$ cat src/rtl/ps_arb_pkg.sv
// Shared types and helpers for the ps_rr_arbiter slice.
// Contents: arb_mode_t (fixed / round-robin select), SWITCH_CNT_W (width of
// the optional switch counter enabled by ARB_STATS_EN), and onehot_to_idx.
package ps_arb_pkg;

  typedef enum logic {
    ARB_FIXED = 1'b0,
    ARB_RR    = 1'b1
  } arb_mode_t;

  localparam int unsigned SWITCH_CNT_W = 16;

  // Upper bound on requester count that onehot_to_idx can encode.
  localparam int unsigned MAX_N = 256;

  // Index of the set bit in a one-hot vector; 0 for an all-zero vector.
  function automatic int unsigned onehot_to_idx(input logic [MAX_N-1:0] oh);
    int unsigned idx;
    idx = 0;
    for (int unsigned i = 0; i < MAX_N; i++) begin
      if (oh[i]) idx = idx | i;
    end
    return idx;
  endfunction

endpackage

$ cat src/rtl/ps_rr_arbiter_if.sv
// Request/grant bundle between requesters and ps_rr_arbiter.
// Signals: req/en/mode (requester side), gnt/gnt_valid/gnt_idx (registered
// grant), req_up (combinational cascade enable), switch_cnt (only when
// ARB_STATS_EN is defined).
// Modports: master = requester side, slave = arbiter side.
interface ps_rr_arbiter_if
  import ps_arb_pkg::*;
#(
  parameter int unsigned N     = 8,
  parameter int unsigned IDX_W = $clog2(N)
);

  logic [N-1:0]     req;
  logic             en;
  arb_mode_t        mode;
  logic [N-1:0]     gnt;
  logic             gnt_valid;
  logic [IDX_W-1:0] gnt_idx;
  logic             req_up;
`ifdef ARB_STATS_EN
  logic [SWITCH_CNT_W-1:0] switch_cnt;

  modport master (output req, en, mode,
                  input  gnt, gnt_valid, gnt_idx, req_up, switch_cnt);
  modport slave  (input  req, en, mode,
                  output gnt, gnt_valid, gnt_idx, req_up, switch_cnt);
`else
  modport master (output req, en, mode,
                  input  gnt, gnt_valid, gnt_idx, req_up);
  modport slave  (input  req, en, mode,
                  output gnt, gnt_valid, gnt_idx, req_up);
`endif

endinterface

$ cat src/rtl/ps_prio_enc.sv
// Combinational highest-index-first priority encoder.
// Ports: req (N request bits), gnt_c (one-hot of highest set bit, or zero),
// valid_c (any request set).
module ps_prio_enc #(
  parameter int unsigned N = 8
) (
  input  logic [N-1:0] req,
  output logic [N-1:0] gnt_c,
  output logic         valid_c
);

  // Ascending scan: the last (highest) set bit overwrites earlier ones.
  always_comb begin
    gnt_c = '0;
    for (int unsigned i = 0; i < N; i++) begin
      if (req[i]) begin
        gnt_c    = '0;
        gnt_c[i] = 1'b1;
      end
    end
    valid_c = |req;
  end

endmodule

$ cat src/rtl/ps_rr_arbiter.sv
// Registered N-way arbiter with fixed-priority and round-robin modes,
// cascadable through en/req_up like the ps2/ps4/ps8 selector chain.
// Ports:
//   clock, reset    rising-edge clock, synchronous active-high reset
//   bus (slave)     req/en/mode in; gnt/gnt_valid/gnt_idx registered out;
//                   req_up = en & ~|req combinational out
// Optional: define ARB_STATS_EN to add bus.switch_cnt, a saturating count of
// edges where the grant moves between two different non-zero values.
module ps_rr_arbiter
  import ps_arb_pkg::*;
#(
  parameter int unsigned N        = 8,
  parameter int unsigned MAX_HOLD = 4,
  parameter int unsigned IDX_W    = $clog2(N)
) (
  input  logic           clock,
  input  logic           reset,
  ps_rr_arbiter_if.slave bus
);

  localparam int unsigned HOLD_W      = (MAX_HOLD > 1) ? $clog2(MAX_HOLD) : 1;
  localparam int unsigned HOLD_LAST_I = (MAX_HOLD > 0) ? MAX_HOLD - 1 : 0;
  // Saturation point of hold_q; MAX_HOLD == 0 means the limit never applies.
  localparam logic [HOLD_W-1:0] HOLD_SAT =
    (MAX_HOLD == 0) ? {HOLD_W{1'b1}} : HOLD_W'(HOLD_LAST_I);
  localparam logic [IDX_W-1:0] PTR_TOP = IDX_W'(N - 1);

  logic [N-1:0]      gnt_q, gnt_d;
  logic              gnt_valid_q;
  logic [IDX_W-1:0]  idx_q, idx_d;
  logic [IDX_W-1:0]  rr_ptr_q, rr_ptr_d;
  logic [HOLD_W-1:0] hold_q, hold_d;

  logic [N-1:0]      scan_mask, masked_req;
  logic [N-1:0]      fb_gnt, msk_gnt, sel_gnt;
  logic              fb_valid, msk_valid;
  logic [IDX_W-1:0]  scan_start, sel_idx;
  logic              has_holder, holder_req, others_req, keep;

  // Holder status against the current request vector.
  assign has_holder = |gnt_q;
  assign holder_req = |(gnt_q & bus.req);
  assign others_req = |(bus.req & ~gnt_q);
  assign keep       = holder_req &&
                      ((MAX_HOLD == 0) || (hold_q < HOLD_SAT) || !others_req);

  // With a holder the scan starts just below rr_ptr so the holder ranks last.
  always_comb begin
    scan_start = rr_ptr_q;
    if (has_holder) begin
      scan_start = (rr_ptr_q == '0) ? PTR_TOP : rr_ptr_q - IDX_W'(1);
    end
  end

  // Keep only bits at or below the scan start; the unmasked encoder covers the wrap.
  always_comb begin
    scan_mask = '0;
    for (int unsigned i = 0; i < N; i++) begin
      scan_mask[i] = (IDX_W'(i) <= scan_start);
    end
  end

  assign masked_req = bus.req & scan_mask;

  ps_prio_enc #(.N(N)) u_enc_all (
    .req     (bus.req),
    .gnt_c   (fb_gnt),
    .valid_c (fb_valid)
  );

  ps_prio_enc #(.N(N)) u_enc_masked (
    .req     (masked_req),
    .gnt_c   (msk_gnt),
    .valid_c (msk_valid)
  );

  assign sel_gnt = msk_valid ? msk_gnt : fb_gnt;
  assign sel_idx = IDX_W'(onehot_to_idx(MAX_N'(sel_gnt)));

  // Next grant, pointer and hold count.
  always_comb begin
    gnt_d    = gnt_q;
    rr_ptr_d = rr_ptr_q;
    hold_d   = hold_q;
    if (!bus.en || !fb_valid) begin
      gnt_d  = '0;
      hold_d = '0;
    end else if (bus.mode == ARB_FIXED) begin
      gnt_d  = fb_gnt;
      hold_d = '0;
    end else if (keep) begin
      gnt_d = gnt_q;
      if (hold_q != HOLD_SAT) hold_d = hold_q + HOLD_W'(1);
    end else begin
      gnt_d    = sel_gnt;
      rr_ptr_d = sel_idx;
      hold_d   = '0;
    end
  end

  assign idx_d = IDX_W'(onehot_to_idx(MAX_N'(gnt_d)));

  // State and output registers.
  always_ff @(posedge clock) begin
    if (reset) begin
      gnt_q       <= '0;
      gnt_valid_q <= 1'b0;
      idx_q       <= '0;
      rr_ptr_q    <= PTR_TOP;
      hold_q      <= '0;
    end else begin
      gnt_q       <= gnt_d;
      gnt_valid_q <= |gnt_d;
      idx_q       <= idx_d;
      rr_ptr_q    <= rr_ptr_d;
      hold_q      <= hold_d;
    end
  end

  assign bus.gnt       = gnt_q;
  assign bus.gnt_valid = gnt_valid_q;
  assign bus.gnt_idx   = idx_q;
  assign bus.req_up    = bus.en & ~(|bus.req);

`ifdef ARB_STATS_EN
  logic [SWITCH_CNT_W-1:0] switch_cnt_q;

  // Count only moves between two different live grants.
  always_ff @(posedge clock) begin
    if (reset) begin
      switch_cnt_q <= '0;
    end else if ((|gnt_q) && (|gnt_d) && (gnt_d != gnt_q) &&
                 (switch_cnt_q != {SWITCH_CNT_W{1'b1}})) begin
      switch_cnt_q <= switch_cnt_q + SWITCH_CNT_W'(1);
    end
  end

  assign bus.switch_cnt = switch_cnt_q;
`endif

endmodule

$ cat src/flat_wrapper.sv
// flat-port wrapper written by rule: the top's interface ports become plain ports
module ps_rr_arbiter_flat import ps_arb_pkg::*;
#(
  parameter int unsigned N        = 8,
  parameter int unsigned MAX_HOLD = 4,
  parameter int unsigned IDX_W    = $clog2(N)
)
  (clock, reset, bus_req, bus_en, bus_mode, bus_gnt, bus_gnt_valid, bus_gnt_idx, bus_req_up);
  ps_rr_arbiter_if #(.N(N), .IDX_W(IDX_W)) bus_i ();
  input  logic clock;
  input  logic reset;
  input wire logic [$bits(bus_i.req)-1:0] bus_req;
  input wire logic [$bits(bus_i.en)-1:0] bus_en;
  input wire logic [$bits(bus_i.mode)-1:0] bus_mode;
  output wire logic [$bits(bus_i.gnt)-1:0] bus_gnt;
  output wire logic [$bits(bus_i.gnt_valid)-1:0] bus_gnt_valid;
  output wire logic [$bits(bus_i.gnt_idx)-1:0] bus_gnt_idx;
  output wire logic [$bits(bus_i.req_up)-1:0] bus_req_up;
  assign bus_i.req = bus_req;
  assign bus_i.en = bus_en;
  assign bus_i.mode = bus_mode;
  assign bus_gnt = bus_i.gnt;
  assign bus_gnt_valid = bus_i.gnt_valid;
  assign bus_gnt_idx = bus_i.gnt_idx;
  assign bus_req_up = bus_i.req_up;
  ps_rr_arbiter #(.N(N), .MAX_HOLD(MAX_HOLD), .IDX_W(IDX_W)) u_core (.clock(clock), .reset(reset), .bus(bus_i));
endmodule
$ cat config.mk
export PLATFORM = sky130hd
export DESIGN_NAME = ps_rr_arbiter_flat
export DESIGN_NICKNAME = d
export VERILOG_FILES = /design/src/rtl/ps_arb_pkg.sv /design/src/rtl/ps_rr_arbiter_if.sv /design/src/rtl/ps_prio_enc.sv /design/src/rtl/ps_rr_arbiter.sv /design/src/flat_wrapper.sv
export SDC_FILE = /design/constraint.sdc
export NUM_CORES = 1
export LEC_CHECK = 0
export CAP_MARGIN = 20
export CORE_MARGIN = 2
export CORE_UTILIZATION = 47
export DETAILED_ROUTE_END_ITERATION = 6
export PLACE_DENSITY = 0.75
export SLEW_MARGIN = 0
export SYNTH_ARGS = -nofsm -noshare
export SYNTH_HDL_FRONTEND = slang
export SYNTH_SLANG_ARGS = --single-unit
$ cat constraint.sdc
create_clock -name clock -period 2.8 [get_ports clock]
set_input_delay 0.56 -clock clock [delete_from_list [all_inputs] [get_ports clock]]
set_output_delay 0.56 -clock clock [all_outputs]
set_load 0.02 [all_outputs]
---- Yosys cells after proc, flatten, opt, wreduce, memory -nomap -nowiden ----
Index checks and enable logic that the tools add are counted.
Widths: inputs -> output; s select.
storage, ports and cells
  bits in registers ....................... 17
  input port bits ......................... 12
  output and inout port bits .............. 13
  logic and storage cells ................. 77
cells by class
  add/subtract/negate cells ............... 2
  order comparisons ....................... 9
  equality and inequality tests ........... 1
  muxes and demuxes ....................... 36
  bitwise operators ....................... 9
  reductions and logical operators ........ 15
operator list
  cell                 number
  $mux 8               18
  $reduce_or 8->1      6
  $mux 3               10
  $and 8x8->8          3
  $le 3x3->1 const A   4
  $mux 2               4
  $not 8->8            1
  $le 1x3->1 const A   2
  $le 2x3->1 const A   2
  $mux 1               4
  $not 1->1            4
  $reduce_or 4->1      1
  $logic_not 1->1      3
  $logic_not 3->1      1
  $reduce_and 3->1     1
  $sub 3x1->3 const B  1
  $add 2x1->2 const B  1
  $logic_or 1x1->1     2
  $lt 2x2->1 const B   1
  $ne 2x2->1 const B   1
  $and 1x1->1          1
  $logic_and 1x1->1    1

---- Depth between registers and ports, before layout ----
Gate-level depths: netlist of the first run.
  depth in word-level cells ............... 24
  mapped depth ............................ 10

---- Cells and area by module ----
Synthesis of the first run repeated with hierarchy kept, for this count alone.
unflattened totals
  cells, all modules ...................... 192
  area total of the unflattened synthesis .. 1433.9 um^2
modules (own cells, without submodules)
  module         instances  cells an instance  area an instance (um^2)
  ps_rr_arbiter  1          168                1241.2
  ps_prio_enc    2          12                 96.3

---- Least setup slack after synthesis of the first run ----
OpenSTA, ideal clock, no wires.
  kind .................................... register to register
  start ................................... reg u_core.gnt_q[4], in the netlist u_core.bus.gnt[4]
  end ..................................... reg u_core.idx_q[2], in the netlist u_core.bus.gnt_idx[2]
  library setup time ...................... 0.074 ns
  arrival ................................. 2.760 ns
  data required time ...................... 2.726 ns
  setup slack ............................. -0.035 ns
  stages on the path, launching flop included .. 9
  cell sequence ........................... dfxtp_1 or4_4 nor3_4 o22ai_2 a2111o_1 a211o_4 a221oi_4 a21oi_2 a31oi_1
between the ends
  cells in the longest elaborated chain, start to end .. 18
  elaborated cells on any way between the ends .. 34
  those cells by class .................... order compare (8); mux (15); bitwise (4); reduce/logical (7)
ends and longest elaborated chain
  what                      line                  RTL
  start: declaration        ps_rr_arbiter.sv:28   logic [N-1:0] gnt_q, gnt_d;
  start signal: assignment  ps_rr_arbiter.sv:112  gnt_q <= gnt_d;
  $reduce_or 8->1           ps_rr_arbiter.sv:41   assign has_holder = |gnt_q;
  $mux 3                    ps_rr_arbiter.sv:50   if (has_holder) begin
  $le 2x3->1                ps_rr_arbiter.sv:59   scan_mask[i] = (IDX_W'(i) <= scan_start);
  $and 8x8->8               ps_rr_arbiter.sv:63   assign masked_req = bus.req & scan_mask;
  $mux 8 (6 in a row)       ps_prio_enc.sv:16     if (req[i]) begin
  $mux 8                    ps_rr_arbiter.sv:77   assign sel_gnt = msk_valid ? msk_gnt : fb_gnt;
  $mux 8 (*)                ps_rr_arbiter.sv:91   end else if (keep) begin
  $mux 8 (*)                ps_rr_arbiter.sv:88   end else if (bus.mode == ARB_FIXED) begin
  $mux 8 (*)                ps_rr_arbiter.sv:85   if (!bus.en || !fb_valid) begin
  $mux 3 (3 in a row)       ps_arb_pkg.sv:21      if (oh[i]) idx = idx | i;
  $mux 3 (*)                ps_arb_pkg.sv:21
  end signal: assignment    ps_rr_arbiter.sv:114  idx_q <= idx_d;
  end: declaration          ps_rr_arbiter.sv:30   logic [IDX_W-1:0] idx_q, idx_d;
Mark *: on every way between the ends. The rest lies on a longest branch, timed or not.
A chain may end at the register's enable or synchronous reset.

---- Worst setup path in the final report of the first run ----
  start ................................... reg u_core.gnt_q[1], in the netlist u_core.bus.gnt[1]
  end ..................................... reg u_core.idx_q[2], in the netlist u_core.bus.gnt_idx[2]
The elaborated chain is that of the path after synthesis.

==> summary.md, run 1 <==
| Metric | Value |
|---|---|
| Largest net degree at the start of global routing | `20` |
| DRC | `0` |
| Ys async rst share | `0%` |
| FILL cells | `192` |
| Nets@finish | `280` |
| Dominant cells by area after synthesis | `dfxtp_1, nor2_1, nand2_1` |
| Fin. Hold Viols | `0` |
| TritonRoute pass-1 iters | `5` |
| Power Density | `424 mW/mm2` |
| Area Overhead vs Synth | `56.0%` |
| Status | `complete, but fails checks` |
| Sink Count | `17` |
| Critical path capture point type | `flop` |
| Slew HR | `65.4%` |
| Min Tclk post-route | `2920 ps` |
| Top-count cell post-synth | `nor2_1` |
| Clk_skew | `6.85 ps` |
| DIE WIDTH | `59.0 um` |
| DR top layer | `met4` |
| Met3 Routed Length | `487 um` |
| Final std cells w/o fill | `295` |
| Clock buffer depth | `2` |
| Worst Path Max Fanout | `4` |
| Worst vdd ir | `390 uV` |
| Reg clk slew, reported paths | `100 ps` |
| Min-Delay Path Class | `reg -> reg` |
| Post-synthesis sequential area ratio | `23.9%` |
| Net Count, Synth | `202` |
| Commonest cells post-synth | `nor2_1, dfxtp_1, nand2_1` |
| Clk root buf | `clkbuf_4` |
| Synth Instances | `187` |
| Antenna violations before repair | `0` |
| Critical Path Start Type | `flop` |
| Cell taking the most area after synthesis | `dfxtp_1` |
| Share of cells above drive strength 1 | `33.7%` |
| GRT Resource Usage Total | `33.8%` |
| Ant diodes | `0` |
| Sequential Area | `342 um2` |
| Max-Cap Viols | `0` |
| Synth Flop Type | `dfxtp_1` |
| DRT met1 WL | `2220 um` |
| Hold buffers post-CTS | `0` |
| Synth top area share | `23.9%` |
| Clock latency on the worst-skew pair | `290 ps` |
| P_leak | `0.952 nW` |
| Vias | `1,918` |
| First DRT Iteration DRCs | `212` |
| Max-slew violation count | `0` |
| Slowest stage cell, crit path | `or4_4` |
| Met2 wire length | `2550 um` |
| Number of setup violations in the final report | `6` |
| Vias per std cell | `6.50` |
| Syn Std Cell Area | `0.00142 mm2` |
| WL final | `5500 um` |
| Syn Area/Cell | `7.61 um2` |
| WHS | `542 ps` |
| Final WS setup | `-116 ps` |
| RSZ-0062 raised after global routing | `true` |
| GRT overflow | `0` |
| Core Util, Final | `78.5%` |
| Global placement routability congestion | `0.955` |
| Max H-tree Level | `1` |
| Post-DR wirelength/cell | `18.6 um` |
| Register bit total from synthesis | `17` |
| Vias in the first global route | `1,908` |
| HPWL Detailed | `4260 um` |
| Inserted Clock Buffers | `3` |
| Critical path type | `reg -> reg` |
| FMAX | `343 MHz` |
| Initial Utilization | `50.3%` |
| Port Buf Inserts | `24` |
| Die Ht | `59.0 um` |
| Top Ports | `25` |
| Required @ worst endpoint | `3020 ps` |
| DIE AREA | `0.00349 mm2` |
| Clock tree from TritonCTS | `yes` |
| Failing checks | `setup timing` |
| EDFF count, synth | `0` |
| Crit-path cells | `or4_4 -> nor3_4 -> nor3_2 -> a2111o_1 -> buf_6 -> a211o_4 -> a221oi_4 -> a21oi_2 -> a31oi_1` |
| YS warnings | `0` |
| Arrival time at the worst endpoint | `3130 ps` |
| Antenna Nets Post-Route | `0` |
| Crit-path max cell delay | `580 ps` |
| Core area | `0.00283 mm2` |
| Total power | `0.941 mW` |
| Final period util | `104%` |
| Worst-Margin Slew | `514 ps` |
| Global-route wire length before repair | `8960 um` |
| Dpl cells | `286` |
| Number of placement rows | `19` |
| Unique masters post-synth | `57` |
| Area of the multi-input gates | `0.00110 mm2` |
==> logic make-up after synthesis <==
| group | after synthesis | share of synthesized area (%) |
|---|---|---|
| xor+xnor | 1 | 0.615 |
| buf+inv | 20 | 5.36 |
| flops | 17 | 23.9 |
| mux | 1 | 0.703 |
| fa+ha+maj | 3 | 2.64 |
| simple gates | 75 | 28.2 |
| compound gates | 70 | 38.6 |
==> final cells by class <==
type / instances / share of cell area (%)
tap: 31 / 1.75
multi-input combinational: 150 / 49.4
clock buffer: 3 / 1.01
timing repair buffer: 81 / 30.2
sequential: 17 / 15.4
inverter: 12 / 2.03
clock inverter: 1 / 0.225
==> cells in the final DEF (no fill, tap or decap), types with 2 or more instances in the layout <==
cell type,instances
buf_4,56
clkdlybuf4s50_1,23
nand2_1,17
nor2_1,17
dfxtp_1,16
inv_1,12
o21ai_0,6
a31oi_1,6
a21oi_1,5
nand2b_1,5
a22oi_1,5
or3_1,4
nand4_1,4
nand3_1,4
o22ai_1,4
nor3_1,3
nor4_1,3
a21o_1,3
ha_1,3
clkbuf_4,3
nor3_2,2
a21boi_0,2
or4_4,2
o21a_1,2
o21ai_2,2
a32o_1,2
o211ai_1,2
a21oi_2,2
or2_2,2
o2111ai_1,2
o21bai_1,2
==> power by group <==
part | internal [mW] | total (mW) | switching (mW) | leakage (nW)
Sequential | 0.260 | 0.271 | 0.0108 | 0.140
Clock | 0.0531 | 0.128 | 0.0746 | 0.0177
Combinational | 0.258 | 0.542 | 0.284 | 0.795
Total | 0.571 | 0.941 | 0.369 | 0.952
==> sequential cells by signal (all words and copies together), names as in the netlist <==
register and flops:
u_core.hold_q 2, u_core.rr_ptr_q 3, u_core.bus.gnt_valid 1, u_core.bus.gnt 8
u_core.bus.gnt_idx 3
==> through the flow <==
step / instance area (um2) / setup slack (ps) / TNS, ps
final: 2220 / -116 / -449
after global routing: 2220 / -211 / -1100
after CTS: 2140 / -110 / -291
after detailed placement: 2060 / -196 / -724
after global placement: 2060 / -220 / -606
after floorplan: 1420 / 18.5 / 0
==> worst paths after layout <==
| check | startpoint | endpoint | slack, ps | cells past startpoint |
|---|---|---|---|---|
| min reg2reg | u_core.hold_q[1]$_SDFFE_PP0N_ | u_core.hold_q[1]$_SDFFE_PP0N_ | 540 | 2 |
| max | u_core.bus.gnt[1]$_SDFF_PP0_ | u_core.bus.gnt_idx[2]$_SDFF_PP0_ | -120 | 9 |
| min | u_core.hold_q[1]$_SDFFE_PP0N_ | u_core.hold_q[1]$_SDFFE_PP0N_ | 540 | 2 |
| max reg2reg | u_core.bus.gnt[1]$_SDFF_PP0_ | u_core.bus.gnt_idx[2]$_SDFF_PP0_ | -120 | 9 |
==> metal layers <==
layer / global-route usage (%) / vias up
li1: - / 889
met1: 44.7 / 877
met2: 53.2 / 127
met3: 7.21 / 25
met4: 14.6 / 0
met5: 0 / -
==> what timing repair did <==
action / in CTS / in global routing
setup endpoints to repair: 6 / 12
pin swaps: 9 / 6
setup buffers: 4 / 1
gates resized for setup: 8 / 15
==> critical path: cells and delay by family, from the launching register on <==
| kind | cells | cell delay, ps |
|---|---|---|
| buf+inv | 1 | 140 |
| simple gates | 3 | 920 |
| flops | 1 | 330 |
| compound gates | 5 | 1460 |
Note: power is estimated with default switching activity, not from simulation.
==> run 2, diff against run 1 <==
SETUP_SLACK_MARGIN = 0.2   (was unset)
==> run 2 against run 1 <==
The run still ends with setup timing left. Core utilization rose by 3.1 points. Routed wire length increased by 9.9%. Maximum frequency is 1.2% lower. Die area is the same. Final area rose by 3.9%. Combinational power up 6.3%.
==> summary.md, run 2 (synthesis results as in run 1) <==
| Metric | Value |
|---|---|
| Setup TNS | `-504 ps (-54.6 ps)` |
| Antenna violations before repair | `0 (unchanged)` |
| Number of placement rows | `19 (unchanged)` |
| Crit path buffers/inverters | `1 (unchanged)` |
| Max-Cap Viols | `0 (unchanged)` |
| Clk_skew | `11.4 ps (+4.52 ps)` |
| Max H-tree Level | `1 (unchanged)` |
| Worst-Margin Slew | `496 ps (-18.4 ps)` |
| Worst Path Max Fanout | `6 (+2)` |
| Worst vdd ir | `376 uV (-3.6%)` |
| Internal reg-to-reg setup slack | `-150 ps (-40 ps)` |
| WL final | `6050 um (+9.9%)` |
| HPWL Detailed | `4300 um (+0.87%)` |
| Initial Utilization | `50.3% (unchanged)` |
| Area Overhead vs Synth | `62.0%` |
| Most frequent cells in the layout | `buf_4, clkdlybuf4s50_1, nand2_1, nor2_1, dfxtp_1` |
| Dpl cells | `294 (+2.8%)` |
| Arrival time at the worst endpoint | `3140 ps (about the same)` |
| Slew HR | `66.1% (+0.63 points)` |
| Final std cells w/o fill | `304 (+3.1%)` |
| Die Ht | `59.0 um (unchanged)` |
| Clock buffer depth | `2 (unchanged)` |
| Core area | `0.00283 mm2 (unchanged)` |
| CP delay by family, top | `compound AO/OA/AOI/OAI gates` |
| First DRT Iteration DRCs | `231 (+9.0%)` |
| Slowest stage cell, crit path | `or4_4` |
| Largest net degree at the start of global routing | `19 (-5.0%)` |
| Critical path capture point type | `flop` |
| WHS | `539 ps (-3.09 ps)` |
| Largest register FFs | `8 (unchanged)` |
| Reg clk slew, reported paths | `100 ps (about the same)` |
| Min Tclk post-route | `2950 ps (+36.1 ps)` |
| Port Buf Inserts | `24 (unchanged)` |
| Hold depth | `2 (unchanged)` |
| FF-to-FF Start | `u_core.bus.gnt[2]$_SDFF_PP0_` |
| Reg2Reg Depth | `9 (unchanged)` |
| Global-route wire length before repair | `9520 um (+6.3%)` |
| FMAX | `339 MHz (-1.2%)` |
| Sink Count | `17 (unchanged)` |
| Required @ worst endpoint | `2990 ps (-30 ps)` |
| Global placement routability congestion | `0.968 (+1.3%)` |
| Crit path from | `u_core.bus.gnt[2]$_SDFF_PP0_` |
| Total power | `0.985 mW (+4.8%)` |
| Status | `complete, but fails checks` |
| Commonest non-fill, non-tap cell in the layout | `buf_4` |
| Fin. Hold Viols | `0 (unchanged)` |
| Post-DR wirelength/cell | `19.9 um (+6.7%)` |
| Hold buffers post-CTS | `0 (unchanged)` |
| Crit-path max cell delay | `580 ps (about the same)` |
| Critical path type | `reg -> reg` |
| Antenna Nets Post-Route | `0 (unchanged)` |
| RSZ-0062 raised after global routing | `true` |
| Min-Delay Path Class | `reg -> reg` |
| Final period util | `105% (+1.3 points)` |
| GRT Resource Usage Total | `36.5% (+2.7 points)` |
| Failing checks | `setup timing` |
| Vias in the first global route | `1,960 (+2.7%)` |
| DIE AREA | `0.00349 mm2 (unchanged)` |
| DRC | `0 (unchanged)` |
| Clk root buf | `clkbuf_4` |
| P_leak | `0.978 nW (+2.8%)` |
| FF-to-FF End | `u_core.rr_ptr_q[2]$_SDFFE_PP1P_` |
| Share of cells above drive strength 1 | `36.6% (+2.9 points)` |
| Number of setup violations in the final report | `7 (+1)` |
| Clock tree from TritonCTS | `yes` |
| Max-slew violation count | `0 (unchanged)` |
| Clock latency on the worst-skew pair | `310 ps (+20 ps)` |
| Inserted Clock Buffers | `3 (unchanged)` |
| Nets@finish | `289 (+3.2%)` |
| Vias | `2,009 (+4.7%)` |
| Critical Path Stages | `9 (unchanged)` |
| DIE WIDTH | `59.0 um (unchanged)` |
| Vias per std cell | `6.61 (+1.6%)` |
| Top Ports | `25 (unchanged)` |
| Critical Path Start Type | `flop` |
| Crit-path cells | `or4_4 -> buf_4 -> o211ai_1 -> a31oi_1 -> a21oi_2 -> a211o_4 -> a31oi_2 -> a2111oi_0 -> o21bai_1` |
| Power Density | `427 mW/mm2 (+0.84%)` |
| GRT overflow | `0 (unchanged)` |
| TritonRoute pass-1 iters | `5 (unchanged)` |
| Ant diodes | `0 (unchanged)` |
| Critical path capture point | `u_core.rr_ptr_q[2]$_SDFFE_PP1P_` |
| Final WS setup | `-153 ps (-36.1 ps)` |
run 2: cell types whose count changed in the layout (fill, tap and decap cells not counted), sizes merged:
cell | previous run | this run
clkbuf | 3 | 4
buf | 57 | 67
dlygate4sd2 | 1 | 0
clkinv | 1 | 0
run 2: worst min-delay path by stage:
stage	start	endpoint
3_5_place_dp	u_core.hold_q[1]$_SDFFE_PP0N_	u_core.hold_q[1]$_SDFFE_PP0N_
2_1_floorplan	u_core.hold_q[1]$_SDFFE_PP0N_	u_core.hold_q[1]$_SDFFE_PP0N_
5_1_grt	u_core.hold_q[1]$_SDFFE_PP0N_	u_core.hold_q[1]$_SDFFE_PP0N_
6_report	u_core.hold_q[1]$_SDFFE_PP0N_	u_core.hold_q[1]$_SDFFE_PP0N_
4_1_cts	u_core.hold_q[1]$_SDFFE_PP0N_	u_core.hold_q[1]$_SDFFE_PP0N_
3_3_place_gp	u_core.hold_q[1]$_SDFFE_PP0N_	u_core.hold_q[1]$_SDFFE_PP0N_
run 2: worst reg2reg max path: cells and delay by family (launching register included):
family                 cells  cell delay [ps]
DFF                        1              330
AOI/OAI and AO/OA          7             1760
buffers and inverters      1              170
and+or+nand+nor            1              580
run 2: layer usage:
| metal | vias to the layer above | global-route usage, % | share of wire, % |
|---|---|---|---|
| li1 | 902 | - | - |
| met1 | 957 | 48.1 | 40 |
| met2 | 118 | 58.3 | 47 |
| met3 | 32 | 5.68 | 9.3 |
| met4 | 0 | 17.2 | 3.7 |
| met5 | - | 0 | 0 |
run 2: layout make-up:
class                           count  area (um2)
Clock buffer                        4        26.3
Fill cell                         188         522
Inverter                           12        45.0
Multi-Input combinational cell    150        1110
Sequential cell                    17         347
Tap cell                           31        38.8
Timing Repair Buffer               90         737
run 2: metrics by stage:
stage                     setup slack, ps  util, %  area [um2]
after global routing                 -194     81.6        2310
after CTS                           -5.96     80.1        2270
after floorplan                      87.7        -        1440
final                                -153     81.6        2310
after global placement               -225     75.5        2140
after detailed placement             -229     75.5        2140
run 2: what timing repair did:
action / CTS / global route
gates resized for setup: 19 / 6
setup buffers: 4 / 2
pin swaps: 12 / 5
gates cloned: 0 / 0
endpoints found under the setup margin: 12 / 15
run 2: power breakdown:
part / total (mW) / leakage, nW / internal [mW] / switching [mW]
Sequential: 0.272 / 0.141 / 0.260 / 0.0122
Clock: 0.138 / 0.0150 / 0.0558 / 0.0823
Combinational: 0.576 / 0.823 / 0.276 / 0.299
Total: 0.985 / 0.978 / 0.592 / 0.394
